### src/rtl/mucosmic_daq_pkg.sv
// Shared types and widths for the trigger timestamper.
// Defining PULSE_WIDTH_EN widens the event word by a 16-bit pulse-width field.
package mucosmic_daq_pkg;

    typedef enum logic [1:0] {ARMED, DEAD, WAIT_LOW} ts_state_t;

    localparam int TS_W = 32;
    localparam int DT_W = 16;
    localparam int PW_W = 16;

`ifdef PULSE_WIDTH_EN
    localparam int PW_EXT_W = PW_W;
`else
    localparam int PW_EXT_W = 0;
`endif

    function automatic int ev_width(input int ts_w);
        return ts_w + PW_EXT_W;
    endfunction

endpackage

### src/rtl/trigger_timestamper_if.sv
// Event readout stream: the timestamper is master, the readout logic is slave.
// A word transfers on every cycle where ev_valid and ev_ready are both high.
interface trigger_timestamper_if #(
    parameter int DW = 32
);
    logic [DW-1:0] ev_data;
    logic          ev_valid;
    logic          ev_ready;

    modport master (output ev_data, output ev_valid, input ev_ready);
    modport slave  (input ev_data, input ev_valid, output ev_ready);
endinterface

### src/rtl/ts_fifo.sv
// Synchronous first-word-fall-through FIFO; dout is combinational from the head slot.
// A push while full is accepted only when a pop happens in the same cycle.
module ts_fifo #(
    parameter int WIDTH = 32,
    parameter int DEPTH = 16
) (
    input  logic                   clk,
    input  logic                   rst_n,
    input  logic                   push,
    input  logic [WIDTH-1:0]       din,
    input  logic                   pop,
    output logic [WIDTH-1:0]       dout,
    output logic                   empty,
    output logic                   full,
    output logic [$clog2(DEPTH):0] level
);
    localparam int AW = $clog2(DEPTH);

    logic [WIDTH-1:0] r_mem [DEPTH];
    logic [AW:0]      r_wr_ptr;
    logic [AW:0]      r_rd_ptr;
    logic             w_wr_en;
    logic             w_rd_en;

    assign w_rd_en = pop & ~empty;
    // When full, the write lands in the slot the pop is vacating this same edge.
    assign w_wr_en = push & (~full | w_rd_en);

    always_ff @(posedge clk) begin
        if (w_wr_en) begin
            r_mem[r_wr_ptr[AW-1:0]] <= din;
        end
    end

    always_ff @(posedge clk or negedge rst_n) begin
        if (!rst_n) begin
            r_wr_ptr <= '0;
            r_rd_ptr <= '0;
        end else begin
            if (w_wr_en) r_wr_ptr <= r_wr_ptr + 1'b1;
            if (w_rd_en) r_rd_ptr <= r_rd_ptr + 1'b1;
        end
    end

    assign level = r_wr_ptr - r_rd_ptr;
    assign empty = (level == '0);
    assign full  = level[AW];
    assign dout  = empty ? '0 : r_mem[r_rd_ptr[AW-1:0]];
endmodule

### src/rtl/trigger_timestamper.sv
// Turns trigger rising edges into timestamped events with dead time, buffered in a FWFT FIFO.
// Latency edge->ev_valid is 2 clocks (pulse length + 2 with PULSE_WIDTH_EN); drops and counts when full.
module trigger_timestamper
    import mucosmic_daq_pkg::*;
#(
    parameter int TS_WIDTH  = TS_W,
    parameter int DEPTH     = 16,
    parameter int DT_WIDTH  = DT_W,
    parameter int CNT_WIDTH = 32
) (
    input  logic                   clk,
    input  logic                   rst_n,
    input  logic                   enable,
    input  logic                   trigger_in,
    input  logic [DT_WIDTH-1:0]    dead_time,
    trigger_timestamper_if.master  ev,
    output logic [$clog2(DEPTH):0] fifo_level,
    output logic [CNT_WIDTH-1:0]   event_cnt,
    output logic [CNT_WIDTH-1:0]   drop_cnt
);
    localparam int EV_W = ev_width(TS_WIDTH);

    ts_state_t           r_state;
    ts_state_t           w_state_nxt;
    logic [DT_WIDTH-1:0] r_dt_cnt;
    logic [DT_WIDTH-1:0] w_dt_nxt;
    logic [TS_WIDTH-1:0] r_ts;
    logic [TS_WIDTH-1:0] r_cap_ts;
    logic                r_trig_q;
    logic                r_push;
    logic                w_edge;
    logic                w_capture;
    logic                w_evt_done;
    logic                w_pop;
    logic                w_push;
    logic                w_drop;
    logic                w_full;
    logic                w_empty;
    logic [EV_W-1:0]     w_din;
    logic [EV_W-1:0]     w_dout;

    assign w_edge = trigger_in & ~r_trig_q;

    always_comb begin
        w_state_nxt = r_state;
        w_dt_nxt    = r_dt_cnt;
        w_capture   = 1'b0;
        case (r_state)
            ARMED: begin
                if (w_edge && enable) begin
                    w_state_nxt = DEAD;
                    w_dt_nxt    = dead_time;
                    w_capture   = 1'b1;
                end
            end
            DEAD: begin
                if (r_dt_cnt == '0) begin
                    w_state_nxt = trigger_in ? WAIT_LOW : ARMED;
                end else begin
                    w_dt_nxt = r_dt_cnt - 1'b1;
                end
            end
            WAIT_LOW: begin
                if (!trigger_in) w_state_nxt = ARMED;
            end
            default: w_state_nxt = ARMED;
        endcase
    end

    always_ff @(posedge clk or negedge rst_n) begin
        if (!rst_n) begin
            r_state  <= ARMED;
            r_dt_cnt <= '0;
        end else begin
            r_state  <= w_state_nxt;
            r_dt_cnt <= w_dt_nxt;
        end
    end

`ifdef PULSE_WIDTH_EN
    logic            r_meas;
    logic [PW_W-1:0] r_pw;

    // The event is complete once the trigger is first seen low after the accepted edge.
    always_ff @(posedge clk or negedge rst_n) begin
        if (!rst_n) begin
            r_meas <= 1'b0;
            r_pw   <= '0;
        end else if (w_capture) begin
            r_meas <= 1'b1;
            r_pw   <= PW_W'(1);
        end else if (r_meas) begin
            if (!trigger_in)     r_meas <= 1'b0;
            else if (r_pw != '1) r_pw   <= r_pw + 1'b1;
        end
    end

    assign w_evt_done = r_meas & ~trigger_in;
    assign w_din      = {r_pw, r_cap_ts};
`else
    assign w_evt_done = w_capture;
    assign w_din      = r_cap_ts;
`endif

    assign w_pop  = ev.ev_ready & ~w_empty;
    assign w_push = r_push & (~w_full | w_pop);
    assign w_drop = r_push & w_full & ~w_pop;

    always_ff @(posedge clk or negedge rst_n) begin
        if (!rst_n) begin
            r_ts      <= '0;
            r_trig_q  <= 1'b0;
            r_cap_ts  <= '0;
            r_push    <= 1'b0;
            event_cnt <= '0;
            drop_cnt  <= '0;
        end else begin
            r_ts     <= r_ts + 1'b1;
            r_trig_q <= trigger_in;
            r_push   <= w_evt_done;
            if (w_capture) r_cap_ts <= r_ts;
            if (w_push) event_cnt <= event_cnt + 1'b1;
            if (w_drop && (drop_cnt != '1)) drop_cnt <= drop_cnt + 1'b1;
        end
    end

    ts_fifo #(
        .WIDTH (EV_W),
        .DEPTH (DEPTH)
    ) u_fifo (
        .clk   (clk),
        .rst_n (rst_n),
        .push  (w_push),
        .din   (w_din),
        .pop   (w_pop),
        .dout  (w_dout),
        .empty (w_empty),
        .full  (w_full),
        .level (fifo_level)
    );

    assign ev.ev_data  = w_dout;
    assign ev.ev_valid = ~w_empty;
endmodule

### src/flat_wrapper.sv
// flat-port wrapper written by rule: the top's interface ports become plain ports
module trigger_timestamper_flat import mucosmic_daq_pkg::*;
#(
    parameter int TS_WIDTH  = TS_W,
    parameter int DEPTH     = 16,
    parameter int DT_WIDTH  = DT_W,
    parameter int CNT_WIDTH = 32
)
  (clk, rst_n, enable, trigger_in, dead_time, fifo_level, event_cnt, drop_cnt, ev_ev_data, ev_ev_valid, ev_ev_ready);
  trigger_timestamper_if #(.DW((ev_width(32)))) ev_i ();
  input  logic clk;
  input  logic rst_n;
  input  logic enable;
  input  logic trigger_in;
  input  logic [DT_WIDTH-1:0] dead_time;
  output logic [$clog2(DEPTH):0] fifo_level;
  output logic [CNT_WIDTH-1:0] event_cnt;
  output logic [CNT_WIDTH-1:0] drop_cnt;
  output wire logic [$bits(ev_i.ev_data)-1:0] ev_ev_data;
  output wire logic [$bits(ev_i.ev_valid)-1:0] ev_ev_valid;
  input wire logic [$bits(ev_i.ev_ready)-1:0] ev_ev_ready;
  assign ev_ev_data = ev_i.ev_data;
  assign ev_ev_valid = ev_i.ev_valid;
  assign ev_i.ev_ready = ev_ev_ready;
  trigger_timestamper #(.TS_WIDTH(TS_WIDTH), .DEPTH(DEPTH), .DT_WIDTH(DT_WIDTH), .CNT_WIDTH(CNT_WIDTH)) u_core (.clk(clk), .rst_n(rst_n), .enable(enable), .trigger_in(trigger_in), .dead_time(dead_time), .ev(ev_i), .fifo_level(fifo_level), .event_cnt(event_cnt), .drop_cnt(drop_cnt));
endmodule
### config.mk
export PLATFORM = sky130hd
export DESIGN_NAME = trigger_timestamper_flat
export DESIGN_NICKNAME = d
export VERILOG_FILES = /design/src/rtl/mucosmic_daq_pkg.sv /design/src/rtl/trigger_timestamper_if.sv /design/src/rtl/ts_fifo.sv /design/src/rtl/trigger_timestamper.sv /design/src/flat_wrapper.sv
export SDC_FILE = /design/constraint.sdc
export NUM_CORES = 1
export LEC_CHECK = 0
export BUFFER_PORTS_ARGS = -buffer_cell sky130_fd_sc_hd__buf_2
export CAP_MARGIN = 20
export CELL_PAD_IN_SITES_DETAIL_PLACEMENT = 1
export CELL_PAD_IN_SITES_GLOBAL_PLACEMENT = 1
export CORE_MARGIN = 2
export CORE_UTILIZATION = 25
export DETAILED_ROUTE_END_ITERATION = 7
export PLACE_DENSITY = 0.53
export REMOVE_ABC_BUFFERS = 1
export SYNTH_ARGS = -nofsm -noshare
export SYNTH_HDL_FRONTEND = slang
export SYNTH_HIERARCHICAL = 1
export SYNTH_SLANG_ARGS = --single-unit
### constraint.sdc
create_clock -name clk -period 12.9 [get_ports clk]
set_input_delay 3.225 -clock clk [delete_from_list [all_inputs] [get_ports clk]]
set_output_delay 3.225 -clock clk [all_outputs]
set_load 0.02 [all_outputs]
==> impl_metrics.ini <==
[clock_tree]
cts_buffer_depth = 3
cts_tree = built
clk_latency_ns = 0.63
clock-root-buffer = clkbuf_16
path_clk_slew_ns = 0.06
hold_buffers = 0
cts_num_sinks = 670
htreeDepth = 3
numCtsBuffers = 76
cts_resized = 0
cts_setup_buffers = 0

[setup_path]
crit_chain = ha_1 > inv_1 > fa_1 > nand3_1 > and3_1 > or2_0 > and2_2 > buf_4 > nor2b_1 > buf_2
cp.required_ns = 9.68
cp-end-kind = output port
crit_type = flip-flop to output port
r2r_cells = 15
cp_num_buf_inv = 3
cp.arrival_ns = 4.20
slowest_delay_ns = 0.84
worst-path-stages = 10
crit_fanout = 31
critPathLaunchType = flip-flop
r2r_slack_ns = 6.96
critPathTopFamily = simple AND/OR/NAND/NOR gates
slowest_stage = dfrtp_4

[synth]
postSynthAreaPerCell_sq_um = 18.2
synth_seq_cells = 670
synth_cell_types = 57
syn_inst = 1472
synthFlopType = edfxtp_1
synth_warnings = 6
netlist_area_sq_um = 26800
async_flop_share_pct = 23.6
synth_seq_area_share_pct = 72.1
synth_edf_count = 512

[die]
die_h_um = 331
design.core.area_sq_um = 107000
io_pins = 123
rows = 120
initial_utilization_pct = 25.1
die_x_um = 331
die_area_sq_um = 110000

[global_routing]
grt_max_degree = 103
grt_pass1_wl_um = 105000
grt_antenna_before_repair = 0
grt_pass1_vias = 15600
grt_overflow_total = 0
gr-usage-all-layers_pct = 12.7

[detailed_routing]
first_iter_violations = 1020
dr.pass1.iters = 5
finalWirelength_um = 69600
vias = 14100
drtAntennaViolNets = 0
wl_per_cell_um = 22.3
route.detailed.drc = 0
via_per_inst = 4.53

[pwr]
leakage_nw = 11.9
power_density_nw_per_um2 = 193
ir_worst_vdd_mv = 0.157

[final_layout]
fillers = 11000
multiInputGateArea_sq_um = 7150
antenna_cells = 0
finalNetCount = 1691
layout_common_cells = edfxtp_1, mux4_2, dfrtp_1, nand2_1, buf_2
final_common_cell = edfxtp_1
stdcell_area_sq_um = 31900
syn_to_final_growth_pct = 18.8
drive_above_1_share_pct = 27.7
ff_latch_area_sq_um = 19300

[min_path]
worstHoldPathCells = 1
hold_class = flip-flop to flip-flop

[timing]
tightest_slew_ns = 0.999
rsz0062_at_grt = false
finClkSkew_ns = 0.0440
post-route-period-util_pct = 57.6
finalSetupViolCount = 0
maxSlewViolCount = 0
hold_viol = 0
min_period_ns = 7.43
fmax_ghz = 0.135
setup_tns_ns = 0
relSlewSlack_pct = 33.4

[run_status]
status = completed

[placed_design]
port_buffers = 122
dp_hpwl_um = 40100
globalplace.congestion = 0.733
post_dp_cell_area_sq_um = 29300

[flow_run]
drv_cap = 0
[kinds of logic after synthesis]
kind of cell / after synthesis / share of synthesized area, %
AOI/OAI and AO/OA: 60 / 1.53
xor gates and xnor gates: 104 / 3.40
adders and majority gates: 14 / 0.681
buffers and inverters: 86 / 1.56
DFF: 670 / 72.1
muxes: 164 / 13.6
and+or+nand+nor: 374 / 7.12
[cell type report]
cell class,instances,share of cell area (%)
multi-input combinational,716,22.4
inverter,27,0.318
clock buffer,103,6.51
sequential,670,60.7
timing repair buffer,165,2.99
tap,1403,5.51
clock inverter,37,1.53
[cells in the mapped netlist (all sizes together) (9+ instances only)]
master,count,area share [%]
nand4,33,0.77
ha,13,0.61
xor2,26,0.85
xnor2,78,2.5
a21oi,21,0.39
nor3b,9,0.27
nor2b,33,0.77
and4,10,0.33
inv,26,0.36
nor2,33,0.46
o21ai,13,0.24
nand2,143,2.0
buf,25,0.70
clkbuf,34,0.48
and3,25,0.58
dfrtp,158,15
edfxtp,512,57
nor4,12,0.30
mux4,160,13
nor3,17,0.32
nand3,37,0.69
[power breakdown]
part           switching [mW]  total [mW]  internal, mW
logic                   0.789        1.53         0.746
clock network           0.903        2.19          1.29
registers              0.0857        2.41          2.33
[registers in the layout, indices dropped and copies added (netlist names)]
name and count:
u_core/drop_cnt 32, u_core/event_cnt 32, u_core/r_cap_ts 32, u_core/r_dt_cnt 16, u_core/r_push 1, u_core/r_state 2, u_core/r_trig_q 1, u_core/r_ts 32
u_core/u_fifo/r_mem 512, u_core/u_fifo/r_rd_ptr 5, u_core/u_fifo/r_wr_ptr 5
[per-stage QoR]
step                      std cells  total power [mW]  hold slack (ns)  utilization (%)  setup slack [ns]
after floorplan                1413              3.67            0.445                -              1.63
after global placement         2979              4.04            0.456             27.4              6.20
after detailed placement       2980              4.05            0.468             27.4              6.04
after CTS                      3120              6.28            0.477             29.8              5.33
after global routing           3121              6.43            0.502             29.8              5.18
final                          3121              6.14            0.473             29.8              5.47
[layer usage]
| metal | up-vias | part of all wire, % | track usage (%) |
|---|---|---|---|
| li1 | 6128 | - | - |
| met3 | 86 | 4.5 | 2.38 |
| met2 | 290 | 49 | 21.1 |
| met4 | 0 | 1.9 | 3.23 |
| met5 | - | 0 | 0 |
| met1 | 7619 | 45 | 17.1 |
[worst reg2reg max path: stages (launching register included)]
cell and delay (ns):
dfrtp_4 0.84, ha_1 0.31, inv_1 0.06, fa_1 0.40, nand3_1 0.12, and3_1 0.19, or2_0 0.34, and2_2 0.60
nand2b_2 0.33, inv_1 0.15, o21ai_0 0.40, inv_1 0.19, o31a_1 0.26, nand4_1 0.24, clkinv_1 0.59, buf_4 0.57
[path summary, 6_finish.rpt]
| check | start | endpoint |
|---|---|---|
| max | u_core/u_fifo/r_rd_ptr[0] | ev_ev_data[31] |
| min reg2reg | u_core/event_cnt[31] | u_core/event_cnt[31] |
| max reg2reg | u_core/u_fifo/r_rd_ptr[0] | u_core/u_fifo/r_mem[15][11] |
| min in group asynchronous | rst_n | u_core/event_cnt[15] |
| min | u_core/event_cnt[31] | u_core/event_cnt[31] |
| max in group asynchronous | rst_n | u_core/r_ts[26] |
Power figures use the tool's default switching activity.
